`config.mk`:
```
export PLATFORM = sky130hd
export DESIGN_NAME = branch_ctrl_flat
export DESIGN_NICKNAME = d
export VERILOG_FILES = /design/src/rtl/pipe_pkg.sv /design/src/rtl/branch_ctrl_if.sv /design/src/rtl/ccr_reg.sv /design/src/rtl/branch_ctrl.sv /design/src/flat_wrapper.sv
export SDC_FILE = /design/constraint.sdc
export NUM_CORES = 1
export LEC_CHECK = 0
export ABC_AREA = 1
export CAP_MARGIN = 20
export CELL_PAD_IN_SITES_DETAIL_PLACEMENT = 0
export CELL_PAD_IN_SITES_GLOBAL_PLACEMENT = 1
export CORE_MARGIN = 3
export CORE_UTILIZATION = 33
export DETAILED_ROUTE_END_ITERATION = 8
export GPL_TIMING_DRIVEN = 0
export PLACE_DENSITY = 0.95
export SKIP_LAST_GASP = 1
export SLEW_MARGIN = 10
export SYNTH_ARGS = -nofsm -noshare
export SYNTH_HDL_FRONTEND = slang
export SYNTH_SLANG_ARGS = --single-unit
```
`constraint.sdc`:
```
create_clock -name clk -period 1.8 [get_ports clk]
set_input_delay 0.18 -clock clk [delete_from_list [all_inputs] [get_ports clk]]
set_output_delay 0.18 -clock clk [all_outputs]
set_load 0.1 [all_outputs]
```
`src/rtl/pipe_pkg.sv`:
```
// Shared pipeline definitions: branch condition encodings, CCR flag bit
// positions and branch-controller FSM states.
package pipe_pkg;

  typedef enum logic [1:0] {
    COND_ZF     = 2'b00,
    COND_CF     = 2'b01,
    COND_NF     = 2'b10,
    COND_ALWAYS = 2'b11
  } cond_e;

  localparam int unsigned FLAG_Z = 0;
  localparam int unsigned FLAG_C = 1;
  localparam int unsigned FLAG_N = 2;

  typedef enum logic [1:0] {
    IDLE,
    REDIRECT,
    FLUSH
  } state_e;

endpackage

```
`src/rtl/branch_ctrl_if.sv`:
```
// EX-stage branch controller bus: branch/flag inputs from the pipeline,
// CCR, redirect and flush outputs back to it.
interface branch_ctrl_if #(
  parameter int unsigned PC_WIDTH = 32
);
  logic                stall;
  logic                branch_valid;
  logic [1:0]          branch_sel;
  logic [PC_WIDTH-1:0] branch_target;
  logic [2:0]          alu_flags;
  logic [2:0]          alu_flags_we;
  logic                int_save;
  logic                rti_restore;
  logic [2:0]          ccr;
  logic                pc_load;
  logic [PC_WIDTH-1:0] pc_target;
  logic                flush_if_id;
  logic                flush_id_ex;
  logic                busy;

  modport master (
    output stall, branch_valid, branch_sel, branch_target,
           alu_flags, alu_flags_we, int_save, rti_restore,
    input  ccr, pc_load, pc_target, flush_if_id, flush_id_ex, busy
  );

  modport slave (
    input  stall, branch_valid, branch_sel, branch_target,
           alu_flags, alu_flags_we, int_save, rti_restore,
    output ccr, pc_load, pc_target, flush_if_id, flush_id_ex, busy
  );
endinterface

```
`src/rtl/ccr_reg.sv`:
```
// Condition-code register with interrupt shadow copy. Per-bit priority:
// restore, then ALU write, then branch clear; stall freezes both registers.
module ccr_reg (
  input  logic       clk,
  input  logic       rst_n,
  input  logic       i_stall,
  input  logic [2:0] i_we,
  input  logic [2:0] i_wdata,
  input  logic [2:0] i_clr,
  input  logic       i_save,
  input  logic       i_restore,
  output logic [2:0] o_ccr
);
  logic [2:0] r_ccr;
  logic [2:0] r_shadow;
  logic [2:0] w_ccr_nxt;

  always_comb begin
    w_ccr_nxt = r_ccr;
    for (int unsigned b = 0; b < 3; b++) begin
      if (i_restore)
        w_ccr_nxt[b] = r_shadow[b];
      else if (i_we[b])
        w_ccr_nxt[b] = i_wdata[b];
      else if (i_clr[b])
        w_ccr_nxt[b] = 1'b0;
    end
  end

  // Save reads the pre-edge CCR, so save+restore together swaps the two.
  always_ff @(posedge clk or negedge rst_n) begin
    if (!rst_n) begin
      r_ccr    <= '0;
      r_shadow <= '0;
    end else if (!i_stall) begin
      r_ccr <= w_ccr_nxt;
      if (i_save)
        r_shadow <= r_ccr;
    end
  end

  assign o_ccr = r_ccr;
endmodule

```
`src/rtl/branch_ctrl.sv`:
```
// EX-stage branch resolution: forwarded-flag condition mux, taken-branch
// flag clear, and a Moore FSM sequencing PC redirect plus pipeline flushes.
module branch_ctrl
  import pipe_pkg::*;
#(
  parameter int unsigned PC_WIDTH     = 32,
  parameter int unsigned FLUSH_CYCLES = 2
) (
  input logic           clk,
  input logic           rst_n,
  branch_ctrl_if.slave  bus
);
  localparam logic [2:0] CNT_INIT = (FLUSH_CYCLES > 1) ? 3'(FLUSH_CYCLES - 2) : 3'd0;

  state_e              r_state;
  state_e              w_state_nxt;
  logic [2:0]          r_cnt;
  logic [2:0]          w_cnt_nxt;
  logic [PC_WIDTH-1:0] r_pc_target;
  logic [PC_WIDTH-1:0] w_pc_target_nxt;

  logic [2:0] w_ccr;
  logic [2:0] w_eff;
  logic [2:0] w_clr;
  logic       w_cond;
  logic       w_taken;
  cond_e      w_sel;

  assign w_sel = cond_e'(bus.branch_sel);

  // Same-cycle ALU result is forwarded so a flag-setting op can feed the branch directly.
  assign w_eff = (bus.alu_flags & bus.alu_flags_we) | (w_ccr & ~bus.alu_flags_we);

  always_comb begin
    w_cond = 1'b0;
    w_clr  = '0;
    case (w_sel)
      COND_ZF:     begin w_cond = w_eff[FLAG_Z]; w_clr[FLAG_Z] = 1'b1; end
      COND_CF:     begin w_cond = w_eff[FLAG_C]; w_clr[FLAG_C] = 1'b1; end
      COND_NF:     begin w_cond = w_eff[FLAG_N]; w_clr[FLAG_N] = 1'b1; end
      COND_ALWAYS: w_cond = 1'b1;
      default:     w_cond = 1'b0;
    endcase
    if (!w_taken)
      w_clr = '0;
  end

  assign w_taken = bus.branch_valid && (r_state == IDLE) && !bus.stall && w_cond;

  ccr_reg u_ccr (
    .clk       (clk),
    .rst_n     (rst_n),
    .i_stall   (bus.stall),
    .i_we      (bus.alu_flags_we),
    .i_wdata   (bus.alu_flags),
    .i_clr     (w_clr),
    .i_save    (bus.int_save),
    .i_restore (bus.rti_restore),
    .o_ccr     (w_ccr)
  );

  always_comb begin
    w_state_nxt     = r_state;
    w_cnt_nxt       = r_cnt;
    w_pc_target_nxt = r_pc_target;
    if (!bus.stall) begin
      case (r_state)
        IDLE: begin
          if (w_taken) begin
            w_pc_target_nxt = bus.branch_target;
            w_state_nxt     = REDIRECT;
          end
        end
        REDIRECT: begin
          if (FLUSH_CYCLES == 1) begin
            w_state_nxt = IDLE;
          end else begin
            w_cnt_nxt   = CNT_INIT;
            w_state_nxt = FLUSH;
          end
        end
        FLUSH: begin
          if (r_cnt == 3'd0)
            w_state_nxt = IDLE;
          else
            w_cnt_nxt = r_cnt - 3'd1;
        end
        default: w_state_nxt = IDLE;
      endcase
    end
  end

  always_ff @(posedge clk or negedge rst_n) begin
    if (!rst_n) begin
      r_state     <= IDLE;
      r_cnt       <= '0;
      r_pc_target <= '0;
    end else begin
      r_state     <= w_state_nxt;
      r_cnt       <= w_cnt_nxt;
      r_pc_target <= w_pc_target_nxt;
    end
  end

  assign bus.ccr         = w_ccr;
  assign bus.pc_load     = (r_state == REDIRECT);
  assign bus.flush_if_id = (r_state != IDLE);
  assign bus.flush_id_ex = (r_state != IDLE);
  assign bus.busy        = (r_state != IDLE);
  assign bus.pc_target   = r_pc_target;
endmodule

```
`src/flat_wrapper.sv`:
```
// flat-port wrapper written by rule: the top's interface ports become plain ports
module branch_ctrl_flat import pipe_pkg::*;
#(
  parameter int unsigned PC_WIDTH     = 32,
  parameter int unsigned FLUSH_CYCLES = 2
)
  (clk, rst_n, bus_stall, bus_branch_valid, bus_branch_sel, bus_branch_target, bus_alu_flags, bus_alu_flags_we, bus_int_save, bus_rti_restore, bus_ccr, bus_pc_load, bus_pc_target, bus_flush_if_id, bus_flush_id_ex, bus_busy);
  branch_ctrl_if #(.PC_WIDTH(PC_WIDTH)) bus_i ();
  input logic clk;
  input logic rst_n;
  input wire logic [$bits(bus_i.stall)-1:0] bus_stall;
  input wire logic [$bits(bus_i.branch_valid)-1:0] bus_branch_valid;
  input wire logic [$bits(bus_i.branch_sel)-1:0] bus_branch_sel;
  input wire logic [$bits(bus_i.branch_target)-1:0] bus_branch_target;
  input wire logic [$bits(bus_i.alu_flags)-1:0] bus_alu_flags;
  input wire logic [$bits(bus_i.alu_flags_we)-1:0] bus_alu_flags_we;
  input wire logic [$bits(bus_i.int_save)-1:0] bus_int_save;
  input wire logic [$bits(bus_i.rti_restore)-1:0] bus_rti_restore;
  output wire logic [$bits(bus_i.ccr)-1:0] bus_ccr;
  output wire logic [$bits(bus_i.pc_load)-1:0] bus_pc_load;
  output wire logic [$bits(bus_i.pc_target)-1:0] bus_pc_target;
  output wire logic [$bits(bus_i.flush_if_id)-1:0] bus_flush_if_id;
  output wire logic [$bits(bus_i.flush_id_ex)-1:0] bus_flush_id_ex;
  output wire logic [$bits(bus_i.busy)-1:0] bus_busy;
  assign bus_i.stall = bus_stall;
  assign bus_i.branch_valid = bus_branch_valid;
  assign bus_i.branch_sel = bus_branch_sel;
  assign bus_i.branch_target = bus_branch_target;
  assign bus_i.alu_flags = bus_alu_flags;
  assign bus_i.alu_flags_we = bus_alu_flags_we;
  assign bus_i.int_save = bus_int_save;
  assign bus_i.rti_restore = bus_rti_restore;
  assign bus_ccr = bus_i.ccr;
  assign bus_pc_load = bus_i.pc_load;
  assign bus_pc_target = bus_i.pc_target;
  assign bus_flush_if_id = bus_i.flush_if_id;
  assign bus_flush_id_ex = bus_i.flush_id_ex;
  assign bus_busy = bus_i.busy;
  branch_ctrl #(.PC_WIDTH(PC_WIDTH), .FLUSH_CYCLES(FLUSH_CYCLES)) u_core (.clk(clk), .rst_n(rst_n), .bus(bus_i));
endmodule
```
==> run metrics, run 1 <==
post-placement setup slack=-0.1786 ns; slew margin rel.=35.56%; post-CTS setup buffer count=0; WP buf/inv=1; number of buffers added on ports=83; fin cells=405; # clock sinks=43; # diodes=0; WL/cell=12.18 µm; CTS buffer count=5; CTS tree=yes; Critical Path RT=between 1.5 and 2 ns; Synth Instances=237; share of layout cells above drive strength 1=~18%; final hold slack=0.3153 ns; CP peak stage delay=between 0.8 and 0.9 ns; Global Route Usage Sum=14.35%; Avg Inst Size Synth=8.721 µm²; number of vias per cell=~4.5; die area=around 0.0072 mm²; register bit total from synthesis=between 40 and 50; HP Class=input port to flip-flop; Die Width=85.14 µm; Slew Viols, Final=0; worst-path fanout max=4; CP max-delay cell=dlygate4sd2_1; register area share after synthesis=52.06%; unrepaired setup endpoints after global routing=false; initial cell density of the core=between 30% and 40%; Yosys warning count=0; Longest Clk Path Bufs=2; nature of the critical path endpoint=output port; status=finished, final reports clean; placed cell count=396; fmax=579.7 MHz; first-pass GRT wire length=8.452 mm; synthesis-to-layout area growth=48.79%; Nets=approximately 380; CTS root buf=clkbuf_8; Die Y=approximately 85 µm; total routed wirelength=4.931 mm; GR Overflow Total=0; Sequential Area=between 0.001 and 0.0015 mm²; vias in the first global route=~1,800; Setup WS post-layout=0.07501 ns; clk_lat worst skew=between 0.2 and 0.3 ns; worst-margin pin slew=0.9705 ns; multi-input logic area=approximately 800 µm²; DRC=0; Crit Path Class=flip-flop to output port; Worst EP arrival=approximately 1.5 ns; Final Cycle Share=approximately 96%; initial antenna violation count=0; Initial DRC Count=51; Final HPWL DP=roughly 3.8 mm; via count=approximately 1,800; max cap viols=0; Initial DRT Pass Iterations=4; minimum clock period=1.725 ns; Worst-path clk slew=about 0.080 ns; largest net degree at the start of global routing=26; Finish-stage setup viols=0; DRT antenna net count=0; # fillers=599; Top Family by Delay on Critical Path=buffers and inverters; Final Hold Viols=0; Syn Nets=285; # rows=28; IO Count=85; critical-path cell list=dlygate4sd2_1; clk_skew=about 0.008 ns; Mapped Area=0.002067 mm²; Synth cell types=22; Core Area=0.005991 mm²; GP Congestion=0.7563; Worst setup SP type=flip-flop; H-tree depth reported by CTS=2
## kinds of logic (layout without fill, tap and decap cells)
group	after synthesis	in the layout	share of synthesized area [%]
AO/OA/AOI/OAI	11	11	2.784
adder cells (fa/ha/maj)	2	2	1.210
buffers and inverters	27	120	8.414
flip-flops	43	43	52.06
multiplexers	2	2	1.090
AND/OR/NAND/NOR	152	152	34.44
## final cells by class
cell class / instances / area share, %
sequential: 43 / 35.03
multi-input combinational: 167 / 26.65
timing repair buffer: 85 / 26.24
buffer: 13 / 3.946
clock buffer: 7 / 3.133
tap: 75 / 3.051
inverter: 14 / 1.709
clock inverter: 1 / 0.2441
## synth_stat cells
cell type,instances,area share (%)
a21oi_1,1,0.24
a31oi_1,1,0.30
buf_12,2,1.9
buf_2,2,0.48
buf_4,8,2.9
buf_6,1,0.54
dfrtp_1,43,52
ha_1,2,1.2
inv_1,11,2.0
inv_2,3,0.54
mux2_2,2,1.1
nand2_1,81,15
nand2_2,21,6.4
nand2_8,1,0.97
nand3_1,39,9.4
nand3_4,1,0.85
nor2_1,7,1.3
nor2_2,1,0.30
nor2_4,1,0.54
o21ai_0,7,1.7
o21ai_1,1,0.24
o22ai_1,1,0.30
## sequential cells by signal (all words and copies together), names as in the netlist
register and flops:
u_core.bus.pc_target 32, u_core.r_cnt 3, u_core.r_state 2, u_core.u_ccr.o_ccr 3, u_core.u_ccr.r_shadow 3
## through the flow
stage,util [%],setup TNS [ns],instance area (µm²)
2_1_floorplan,-,0,2071
3_3_place_gp,50.00,-28.36,2995
3_5_place_dp,50.25,-0.5068,3010
4_1_cts,51.46,-0.2221,3083
5_1_grt,51.34,0,3075
6_report,51.34,0,3075
## layout by cell type, fill, tap and decap left out
cell              n
clkdlybuf4s50_1  43
a21oi_1           1
ha_1              2
inv_1            11
dfrtp_1          42
clkdlybuf4s15_2   3
o21ai_1           1
clkinvlp_4        1
a31oi_1           1
o21ai_0           7
dlygate4sd2_1    34
nor2_4            1
mux2_2            2
buf_6             1
nor2_1            6
nand3_1          39
clkbuf_8          7
buf_4             8
buf_2             3
nand2_1          81
dfrtp_2           1
nand2_2          21
dlygate4sd3_1     1
clkbuf_2          2
nand2_8           1
inv_2             3
o22ai_1           1
nand3_4           1
buf_12            3
nor2_2            2
## per-layer routing
metal / vias up / global-route usage, % / wire [µm]
met2: 61 / 23.31 / 2405
met4: 0 / 3.453 / 38
met1: 840 / 19.00 / 2162
li1: 933 / - / -
met3: 6 / 4.078 / 324
met5: - / 0 / 0
## repair_timing
item                                    CTS  global route
gates resized for setup                  45             4
hold buffers                              1             0
pin swaps                                 0             0
endpoints found under the hold margin    18             0
endpoints found under the setup margin   39             2
## worst paths after layout
kind                                              startpoint                                   end  slack, ns  cells after the start
max                        u_core.u_ccr.o_ccr[1]$_DFFE_PN0P_                            bus_ccr[1]       0.08                      1
min                                          bus_rti_restore     u_core.u_ccr.o_ccr[2]$_DFFE_PN0P_       0.32                      4
max reg2reg                    u_core.r_state[1]$_DFFE_PN0P_  u_core.bus.pc_target[20]$_DFFE_PN0P_       0.44                      7
min reg2reg                      u_core.r_cnt[2]$_DFFE_PN0P_           u_core.r_cnt[2]$_DFFE_PN0P_       0.46                      1
max in group asynchronous                              rst_n   u_core.bus.pc_target[3]$_DFFE_PN0P_       0.94                      3
min in group asynchronous                              rst_n  u_core.bus.pc_target[21]$_DFFE_PN0P_       0.37                      2
Power of run 1 is not shown: default switching activity piles up to over one toggle a cycle in this logic, so the estimate is an artifact.
==> run 2, diff against run 1 <==
--- a/config.mk
+++ b/config.mk
@@ -10,10 +10,10 @@
 export CELL_PAD_IN_SITES_DETAIL_PLACEMENT = 0
 export CELL_PAD_IN_SITES_GLOBAL_PLACEMENT = 1
 export CORE_MARGIN = 3
-export CORE_UTILIZATION = 33
+export CORE_UTILIZATION = 24
 export DETAILED_ROUTE_END_ITERATION = 8
 export GPL_TIMING_DRIVEN = 0
-export PLACE_DENSITY = 0.95
+export PLACE_DENSITY = 0.75
 export SKIP_LAST_GASP = 1
 export SLEW_MARGIN = 10
 export SYNTH_ARGS = -nofsm -noshare
==> run 2 against run 1 <==
Effect of this change: core utilization fell by 14 points; count of clock-buffer cells in the layout fell by 1; critical path depth unchanged; via count decreased by 1.0%; die area rose by 35%.
==> run metrics, run 2 (synthesis gave the netlist of run 1 again) <==
status=finished, final reports clean; Global Route Usage Sum=10.88% (-3.5 points); most frequent cells in the layout=nand2_1 (81), clkdlybuf4s50_1 (43), dfrtp_1 (42); clk_lat worst skew=0.30 ns (about the same); initial cell density of the core=24.91% (-9.6 points); Worst Hold Path Cells=4 (unchanged); Final HPWL DP=3.932 mm (+3.3%); RR Startpoint=u_core.r_state[1]$_DFFE_PN0P_; post-CTS setup buffer count=0 (unchanged); Final Cycle Share=97.01% (+1.2 points); Initial DRT Pass Iterations=4 (unchanged); CP max-delay cell=dlygate4sd2_1; H-tree depth reported by CTS=2 (unchanged); reg2reg setup slack=0.40 ns (-0.04 ns); multi-input logic area=819.5 µm² (unchanged); metal2 WL=2.541 mm (+5.7%); slew margin rel.=35.09% (-0.47 points); die area=0.009762 mm² (+35%); DRT antenna net count=0 (unchanged); Sequential Area=0.001077 mm² (unchanged); clk_skew=0.009035 ns (+0.0009249 ns); Crit Path Class=flip-flop to output port; Core Area=0.008299 mm² (+39%); max cap viols=0 (unchanged); Largest register FFs=32 (unchanged); CTS tree=yes; via count=1,821 (-1.0%); Worst R2R Path Depth=7 (unchanged); Initial DRC Count=52 (+2.0%); worst flop-to-flop path endpoint=u_core.bus.pc_target[10]$_DFFE_PN0P_; fmax=572.7 MHz (-1.2%); GR Overflow Total=0 (unchanged); synthesis-to-layout area growth=49.58%; IO Count=85 (unchanged); vias in the first global route=1,809 (+1.3%); Worst setup SP type=flip-flop; Final Hold Viols=0 (unchanged); routed length on met3=324 µm (unchanged); GP Congestion=0.7291 (-3.6%); Hold Crit Start=bus_rti_restore; CP peak stage delay=0.87 ns (about the same); nature of the critical path endpoint=output port; Top Family by Delay on Critical Path=buffers and inverters; # rows=33 (+18%); worst-path fanout max=4 (unchanged); DRC=0 (unchanged); critical-path cell list=dlygate4sd2_1; initial antenna violation count=0 (unchanged); WL/cell=12.13 µm (-0.40%); # diodes=0 (unchanged); Critical Path RT=1.62 ns (about the same); final hold slack=0.3160 ns (+0.0006990 ns); top routing layer used=met4; Nets=377 (unchanged); Longest Clk Path Bufs=2 (unchanged); share of layout cells above drive strength 1=17.58% (-0.61 points); most common cell after layout, fill and taps aside=nand2_1; Worst Setup SP=u_core.u_ccr.o_ccr[1]$_DFFE_PN0P_; first-pass GRT wire length=8.652 mm (+2.4%); worst-margin pin slew=0.9776 ns (+0.007099 ns); CTS root buf=clkbuf_8; number of buffers added on ports=83 (unchanged); Finish-stage setup viols=0 (unchanged); # clock sinks=43 (unchanged); Met1 Wirelength=2.369 mm (+9.6%); number of vias per cell=4.186 (-7.9%); CTS buffer count=5 (unchanged); Die Y=98.81 µm (+16%); unrepaired setup endpoints after global routing=false; # fillers=890 (+49%); total routed wirelength=5.275 mm (+7.0%); HP Class=input port to flip-flop; Worst EP arrival=1.57 ns (+0.03 ns); Slew Viols, Final=0 (unchanged); Die Width=98.81 µm (+16%); Worst-path clk slew=0.08 ns (about the same); WP buf/inv=1 (unchanged); minimum clock period=1.746 ns (+0.02111 ns); largest net degree at the start of global routing=24 (-7.7%); Hold Path Sink=u_core.u_ccr.o_ccr[0]$_DFFE_PN0P_
[run 2: cell type report]
class | instances | area share (%)
plain buffers | 13 | 3.926
clock buffers | 6 | 2.347
clock inverters | 2 | 0.4047
inverters | 14 | 1.700
multi-input cells | 167 | 26.51
flip-flops and latches | 43 | 34.84
well taps | 105 | 4.249
repair buffers | 85 | 26.02
[run 2: per-layer routing]
metal	track usage (%)	vias to the layer above
met5	0	-
met2	18.75	58
met4	2.206	0
met3	2.406	5
li1	-	929
met1	14.01	829
[run 2: how the worst max path moves through the flow]
stage               slack, ns  cells after the start                                  end
floorplan               0.009                      8  u_core.bus.pc_target[0]$_DFFE_PN0P_
global placement        -0.92                      1    u_core.u_ccr.o_ccr[0]$_DFFE_PN0P_
detailed placement      -0.22                      4                      bus_flush_id_ex
CTS                     -0.24                      4                      bus_flush_id_ex
global route             0.02                      1                           bus_ccr[1]
finish                   0.05                      1                           bus_ccr[1]
[run 2: what timing repair did]
item                                    in CTS  in global routing
gates resized for setup                     46                  3
cloned                                       0                  0
hold endpoints to repair                    20                  0
hold buffers                                 1                  0
endpoints found under the setup margin      39                  2
pin swaps                                    0                  0
[run 2: through the flow]
step | util [%] | setup slack (ns) | area [µm²] | setup TNS [ns] | instances
5_1_grt | 37.25 | 0.01576 | 3092 | 0 | 435
3_3_place_gp | 36.54 | -0.9220 | 3033 | -33.04 | 425
2_1_floorplan | - | 0.008595 | 2071 | 0 | 237
3_5_place_dp | 36.73 | -0.2216 | 3048 | -0.6852 | 426
4_1_cts | 37.39 | -0.2448 | 3103 | -0.2448 | 435
6_report | 37.25 | 0.05390 | 3092 | 0 | 435
Power of run 2 is left out for the same reason.
